[src/rtl/uart_rx.sv]
// UART receiver: 8N1 frames, mid-bit sampling of a 2-flop synchronised line.
// Define UART_RX_PARITY_EN to expect one even-parity bit between data bit 7 and the stop bit.
module uart_rx #(
  parameter int unsigned CLKS_PER_BIT = 16
) (
  input  logic       clk,
  input  logic       rst_n,
  input  logic       rx,
  output logic [7:0] data,
  output logic       valid,
  output logic       frame_err,
  output logic       parity_err,
  output logic       busy
);

  localparam int unsigned H  = CLKS_PER_BIT / 2;
  localparam int unsigned CW = (CLKS_PER_BIT > 2) ? $clog2(CLKS_PER_BIT) : 1;

`ifdef UART_RX_PARITY_EN
  typedef enum logic [2:0] {IDLE, START, DATA, PARITY, STOP, WAIT_HI} state_t;
`else
  typedef enum logic [2:0] {IDLE, START, DATA, STOP, WAIT_HI} state_t;
`endif

  state_t          state, state_nx;
  logic [CW-1:0]   cnt, cnt_nx;
  logic [2:0]      bit_idx, bit_idx_nx;
  logic [7:0]      shreg, shreg_nx;
  logic [7:0]      data_nx;
  logic            valid_nx, ferr_nx;
  logic            rx_q1, rx_s;
  logic            half_pt, full_pt;
  logic            par_good;

  assign half_pt = (cnt == CW'(H - 1));
  assign full_pt = (cnt == CW'(CLKS_PER_BIT - 1));
  assign busy    = (state != IDLE);

  always_ff @(posedge clk or negedge rst_n) begin
    if (!rst_n) begin
      rx_q1 <= 1'b1;
      rx_s  <= 1'b1;
    end else begin
      rx_q1 <= rx;
      rx_s  <= rx_q1;
    end
  end

`ifdef UART_RX_PARITY_EN
  logic par_ok, par_ok_nx, perr_nx;
  assign par_good = par_ok;

  always_ff @(posedge clk or negedge rst_n) begin
    if (!rst_n) begin
      par_ok     <= 1'b0;
      parity_err <= 1'b0;
    end else begin
      par_ok     <= par_ok_nx;
      parity_err <= perr_nx;
    end
  end
`else
  assign par_good   = 1'b1;
  assign parity_err = 1'b0;
`endif

  always_ff @(posedge clk or negedge rst_n) begin
    if (!rst_n) begin
      state     <= IDLE;
      cnt       <= '0;
      bit_idx   <= '0;
      shreg     <= '0;
      data      <= '0;
      valid     <= 1'b0;
      frame_err <= 1'b0;
    end else begin
      state     <= state_nx;
      cnt       <= cnt_nx;
      bit_idx   <= bit_idx_nx;
      shreg     <= shreg_nx;
      data      <= data_nx;
      valid     <= valid_nx;
      frame_err <= ferr_nx;
    end
  end

  always_comb begin
    state_nx   = state;
    cnt_nx     = cnt + CW'(1);
    bit_idx_nx = bit_idx;
    shreg_nx   = shreg;
    data_nx    = data;
    valid_nx   = 1'b0;
    ferr_nx    = 1'b0;
`ifdef UART_RX_PARITY_EN
    par_ok_nx  = par_ok;
    perr_nx    = 1'b0;
`endif
    unique case (state)
      IDLE: begin
        cnt_nx = '0;
        if (!rx_s) state_nx = START;
      end
      START: begin
        // Mid-start-bit recheck rejects short low glitches silently.
        if (half_pt) begin
          cnt_nx = '0;
          if (rx_s) begin
            state_nx = IDLE;
          end else begin
            state_nx   = DATA;
            bit_idx_nx = '0;
          end
        end
      end
      DATA: begin
        if (full_pt) begin
          cnt_nx            = '0;
          shreg_nx[bit_idx] = rx_s;
          if (bit_idx == 3'd7) begin
`ifdef UART_RX_PARITY_EN
            state_nx = PARITY;
`else
            state_nx = STOP;
`endif
          end else begin
            bit_idx_nx = bit_idx + 3'd1;
          end
        end
      end
`ifdef UART_RX_PARITY_EN
      PARITY: begin
        if (full_pt) begin
          cnt_nx    = '0;
          par_ok_nx = (rx_s == ^shreg);
          state_nx  = STOP;
        end
      end
`endif
      STOP: begin
        if (full_pt) begin
          cnt_nx = '0;
          if (!rx_s) begin
            ferr_nx  = 1'b1;
            state_nx = WAIT_HI;
          end else if (par_good) begin
            data_nx  = shreg;
            valid_nx = 1'b1;
            state_nx = IDLE;
          end else begin
`ifdef UART_RX_PARITY_EN
            perr_nx  = 1'b1;
`endif
            state_nx = IDLE;
          end
        end
      end
      WAIT_HI: begin
        cnt_nx = '0;
        if (rx_s) state_nx = IDLE;
      end
      default: begin
        cnt_nx   = '0;
        state_nx = IDLE;
      end
    endcase
  end

endmodule

[config.mk]
export PLATFORM = sky130hd
export DESIGN_NAME = uart_rx
export DESIGN_NICKNAME = d
export VERILOG_FILES = /design/src/rtl/uart_rx.sv
export SDC_FILE = /design/constraint.sdc
export NUM_CORES = 1
export LEC_CHECK = 0
export CORE_MARGIN = 10
export CORE_UTILIZATION = 45
export CTS_CLUSTER_DIAMETER = 120
export DETAILED_ROUTE_END_ITERATION = 12
export MAX_ROUTING_LAYER = met4
export PLACE_DENSITY_LB_ADDON = 0.15
export REMOVE_ABC_BUFFERS = 1
export SETUP_SLACK_MARGIN = 0.15
export SLEW_MARGIN = 20
export SYNTH_ARGS = -nofsm -noshare
export SYNTH_HDL_FRONTEND = slang
export SYNTH_SLANG_ARGS = --single-unit
export TNS_END_PERCENT = 30
[constraint.sdc]
create_clock -name clk -period 2.17 [get_ports clk]
set_clock_uncertainty 0.1 [all_clocks]
set_input_delay 0.434 -clock clk [delete_from_list [all_inputs] [get_ports clk]]
set_output_delay 0.434 -clock clk [all_outputs]
set_load 0.1 [all_outputs]
* Yosys cells after proc, flatten, opt, wreduce, memory -nomap -nowiden
Cells that the tools add are included.
Word-level totals: register bits after elaboration 30, input port bits 3, output and inout bits 12, word-level logic and storage cells 63
Operators by class: reductions and logical operators 9, equal/unequal tests 15, add/subtract/negate cells 2, order comparisons 2, mux-type cells 26
Operator list (count):
- $mux W3 | 11
- $ne A2 B2 Y1 const B | 8
- $pmux W3 S5 | 1
- $bwmux W8 | 1
- $mux W4 | 2
- $pmux W4 S2 | 1
- $mux W1 | 7
- $eq A3 B2 Y1 const B | 2
- $eq A3 B3 Y1 const B | 2
- $pmux W3 S2 | 1
- $reduce_and A6 Y1 | 1
- $reduce_and A5 Y1 | 1
- $add A4 B1 Y4 const B | 1
- $eq A4 B3 Y1 const B | 1
- $eq A4 B4 Y1 const B | 1
- $lt A3 B4 Y1 const B | 1
- $add A3 B1 Y3 const B | 1
- $demux W1 S3 | 1
- $eq A3 B1 Y1 const B | 1
- $ge A3 B1 Y1 const B | 1
- $logic_not A3 Y1 | 1
- $reduce_and A3 Y1 | 1
- $reduce_bool A3 Y1 | 1
- $mux W2 | 1
- other kinds (4) | 4

* Depth between registers and ports, before layout
depth after elaboration 5, gate-level depth with buffers 6, depth with buffers taken out 5

* Least setup slack after synthesis
No wires, ideal clock.
path kind flip-flop to output port, start reg state[2], end out busy, setup slack 0.293 ns, buffers on the path 1, arrival 1.343 ns, data required time 1.636 ns, stages on the path, launching flop included 3, cell sequence dfrtp_1 > clkbuf_1 > or3_1
Between the ends: cells in the longest elaborated chain, start to end 1
RTL lines:
- start, declared | line 25 | state_t state, state_nx;
- start signal, assigned | line 77 | state <= state_nx;
- $reduce_bool A3 Y1 | line 37 | assign busy = (state != IDLE);
- end, declared | line 13 | output logic busy
No other way between the ends.

* Worst setup path in the final report
start reg state[0], end out busy
The elaborated chain is that of the path after synthesis.

==> flow_metrics.py <==
metrics = {
    "run_status": {
        "status": "finished, final reports clean",
    },
    "pwr": {
        "powerDensity_nw_per_um2": 796,
        "power.leakage_nw": 0.783,
        "peakVddDrop_v": 0.000466,
    },
    "grt": {
        "grt_max_degree": 31,
        "grt_pass1_vias": 910,
        "grt_pass1_wl_um": 4310,
        "antenna_found_initial": 0,
        "grt_overflow": 0,
        "grt_usage": 0.0926,
    },
    "timing": {
        "finalCriticalPeriod_ns": 1.99,
        "max_freq_ghz": 0.503,
        "setup_viol": 0,
        "rsz0062_at_grt": "true",
        "min_period_over_period": 0.915,
        "fin_tns_setup_ns": 0,
        "drv_slew": 0,
        "hold_viol": 0,
    },
    "die": {
        "coreArea_um2": 3080,
        "num_rows": 20,
        "start_util": 0.475,
        "io_pins": 15,
        "die_h_um": 77.0,
        "die_w_um": 77.0,
        "design.die.area_um2": 5930,
    },
    "drt": {
        "vias": 942,
        "wirelength_um": 2490,
        "first_pass_iters": 4,
        "ant_nets": 0,
        "drt-wirelength-per-cell_um": 14.2,
        "drtIter0Drc": 48,
        "viasPerCell": 5.38,
        "drc": 0,
    },
    "run": {
        "maxCapViolCount": 0,
    },
    "critical_path": {
        "crit_chain": "or3_1, buf_12",
        "cpPeakStageDelay_ns": 0.52,
        "slowest_stage": "dfrtp_1",
        "critPathRequiredTime_ns": 1.64,
        "path_class": "reg -> out",
        "reg2reg_slack_ns": 0.36,
        "critPathBufInv": 1,
        "start_kind": "flop",
        "crit_family": "flip-flops",
        "worstPathArrival_ns": 1.45,
        "cp_max_fo": 14,
        "crit_path_end_kind": "primary output",
    },
    "synthesis": {
        "syn_area_per_cell_um2": 12.4,
        "ys_ff_latch": 30,
        "yosys_most_used_dff": "dfrtp_1",
        "netlist_top_cells_area": "dfrtp_1, mux2_4, mux2_2",
        "syn-cell-area_um2": 1460,
        "syn_inst": 118,
        "synth_async_sr_flop_share": 1.00,
        "yosysTopAreaCellShare": 0.479,
        "synth_edf_count": 0,
        "seq_area_frac_synth": 0.515,
        "yosysTopAreaCell": "dfrtp_1",
        "yosys_warnings": 0,
        "ys_types": 39,
    },
    "placed_design": {
        "place.port_buffers": 13,
        "dp_hpwl_um": 1710,
        "placed_cells": 167,
        "routabilityCongestion": 0.766,
    },
    "final_layout": {
        "fin_cells": 175,
        "post-route-util": 0.532,
        "diodes": 0,
        "area_growth_pct": 12.0,
        "layout.nets": 136,
        "drive_gt1_frac": 0.328,
    },
    "clock_network": {
        "htreeDepth": 2,
        "clock_latency_ns": 0.32,
        "cts_buffer_depth": 2,
        "tritoncts": "yes",
        "cts_setup_buffers": 0,
        "cts_sinks": 30,
        "clk_pin_slew_ns": 0.09,
        "ctsHoldBuffers": 0,
        "cts_root_buf": "clkbuf_4",
        "numCtsBuffers": 5,
    },
    "hold_path": {
        "hold_path.class": "reg -> reg",
    },
}
==> Yosys cell counts, types with 3 or more instances <==
cell type,n
nor2_1,5
nor2b_1,3
ha_1,3
o211ai_1,4
nand2_1,3
mux2_4,8
a21oi_1,3
o21ai_0,3
inv_1,4
nor4_1,4
mux2_2,8
dfrtp_1,28
nand3_1,3
buf_6,3
nand4_1,4
nand4b_1,3
==> where the power goes <==
part | total [mW] | leakage, nW | switching [mW] | internal [mW]
Combinational | 0.282 | 0.344 | 0.163 | 0.118
Sequential | 0.682 | 0.403 | 0.0804 | 0.602
Clock | 0.340 | 0.0353 | 0.183 | 0.157
==> layout make-up <==
| type | count | area, um2 |
|---|---|---|
| clock buffers | 7 | 55.1 |
| well taps | 44 | 55.1 |
| clock inverters | 1 | 5.00 |
| multi-input cells | 75 | 629 |
| fillers | 271 | 1440 |
| repair buffers | 14 | 123 |
| inverters | 4 | 15.0 |
| flip-flops and latches | 30 | 756 |
==> cell usage in the layout, fill, tap and decap left out, types with 2 or more instances in the layout <==
master / synthesis / layout
dfrtp_1: 28 / 26
buf_4: 2 / 11
mux2_4: 8 / 8
mux2_2: 8 / 8
nor2_1: 5 / 5
clkbuf_4: 0 / 5
inv_1: 4 / 4
o211ai_1: 4 / 4
nand4_1: 4 / 4
nor4_1: 4 / 4
nand3_1: 3 / 3
nand2_1: 3 / 3
nand4b_1: 3 / 3
nor2b_1: 3 / 3
a21oi_1: 3 / 3
o21ai_0: 3 / 3
ha_1: 3 / 3
xnor2_1: 2 / 2
or3_1: 2 / 2
and4bb_2: 2 / 2
clkdlybuf4s50_1: 0 / 2
dfstp_2: 2 / 2
dfrtp_2: 0 / 2
==> sequential cells by signal (all words and copies together), names as in the netlist <==
signal / count
bit_idx: 3
cnt: 4
data: 8
frame_err: 1
rx_q1: 1
rx_s: 1
shreg: 8
state: 3
valid: 1
==> cells by family after synthesis <==
kind of cell,share of synthesized area
other,0.00256
flip-flops,0.515
multiplexers,0.144
XOR/XNOR,0.0180
buffers and inverters,0.0556
AND/OR/NAND/NOR,0.169
AO/OA/AOI/OAI,0.0710
adder cells (fa/ha/maj),0.0257
==> through the flow <==
step	power (mW)	area, um2	setup WS, ns	hold WS (ns)
final	1.30	1640	0.183	0.259
after global routing	1.39	1640	0.112	0.265
after CTS	1.32	1640	0.173	0.260
after detailed placement	0.974	1570	0.246	0.247
after global placement	0.966	1570	0.321	0.246
after floorplan	0.875	1400	0.394	0.0384
==> metal layers <==
layer | GRT usage | wire [um] | share of wire
met4 | 0.0310 | 8 | 0.0032
met1 | 0.109 | 1180 | 0.48
met2 | 0.129 | 1150 | 0.46
met5 | - | 0 | 0
met3 | 0.0536 | 137 | 0.055
==> worst reg2reg max path: cells and delay by family (launching register included) <==
family	cells	cell delay, ns
mux	1	0.34
fa+ha+maj	1	0.33
flops	1	0.38
simple gates	2	0.55
==> final timing paths <==
check	start	end	depth (start not counted)
worst min register to register	rx_q1	rx_s	0
min in group asynchronous	rst_n	valid	2
worst min-delay path	rx_q1	rx_s	0
worst max-delay path	state[0]	busy	2
worst max register to register	cnt[0]	data[5]	4
max in group asynchronous	rst_n	rx_q1	2
==> timing repair <==
| action | in CTS | in global routing |
|---|---|---|
| setup endpoints to repair | 1 | 9 |
| gates cloned | 0 | 0 |
| gates resized for setup | 2 | 1 |
No activity file was read; power rests on OpenSTA's default activity.
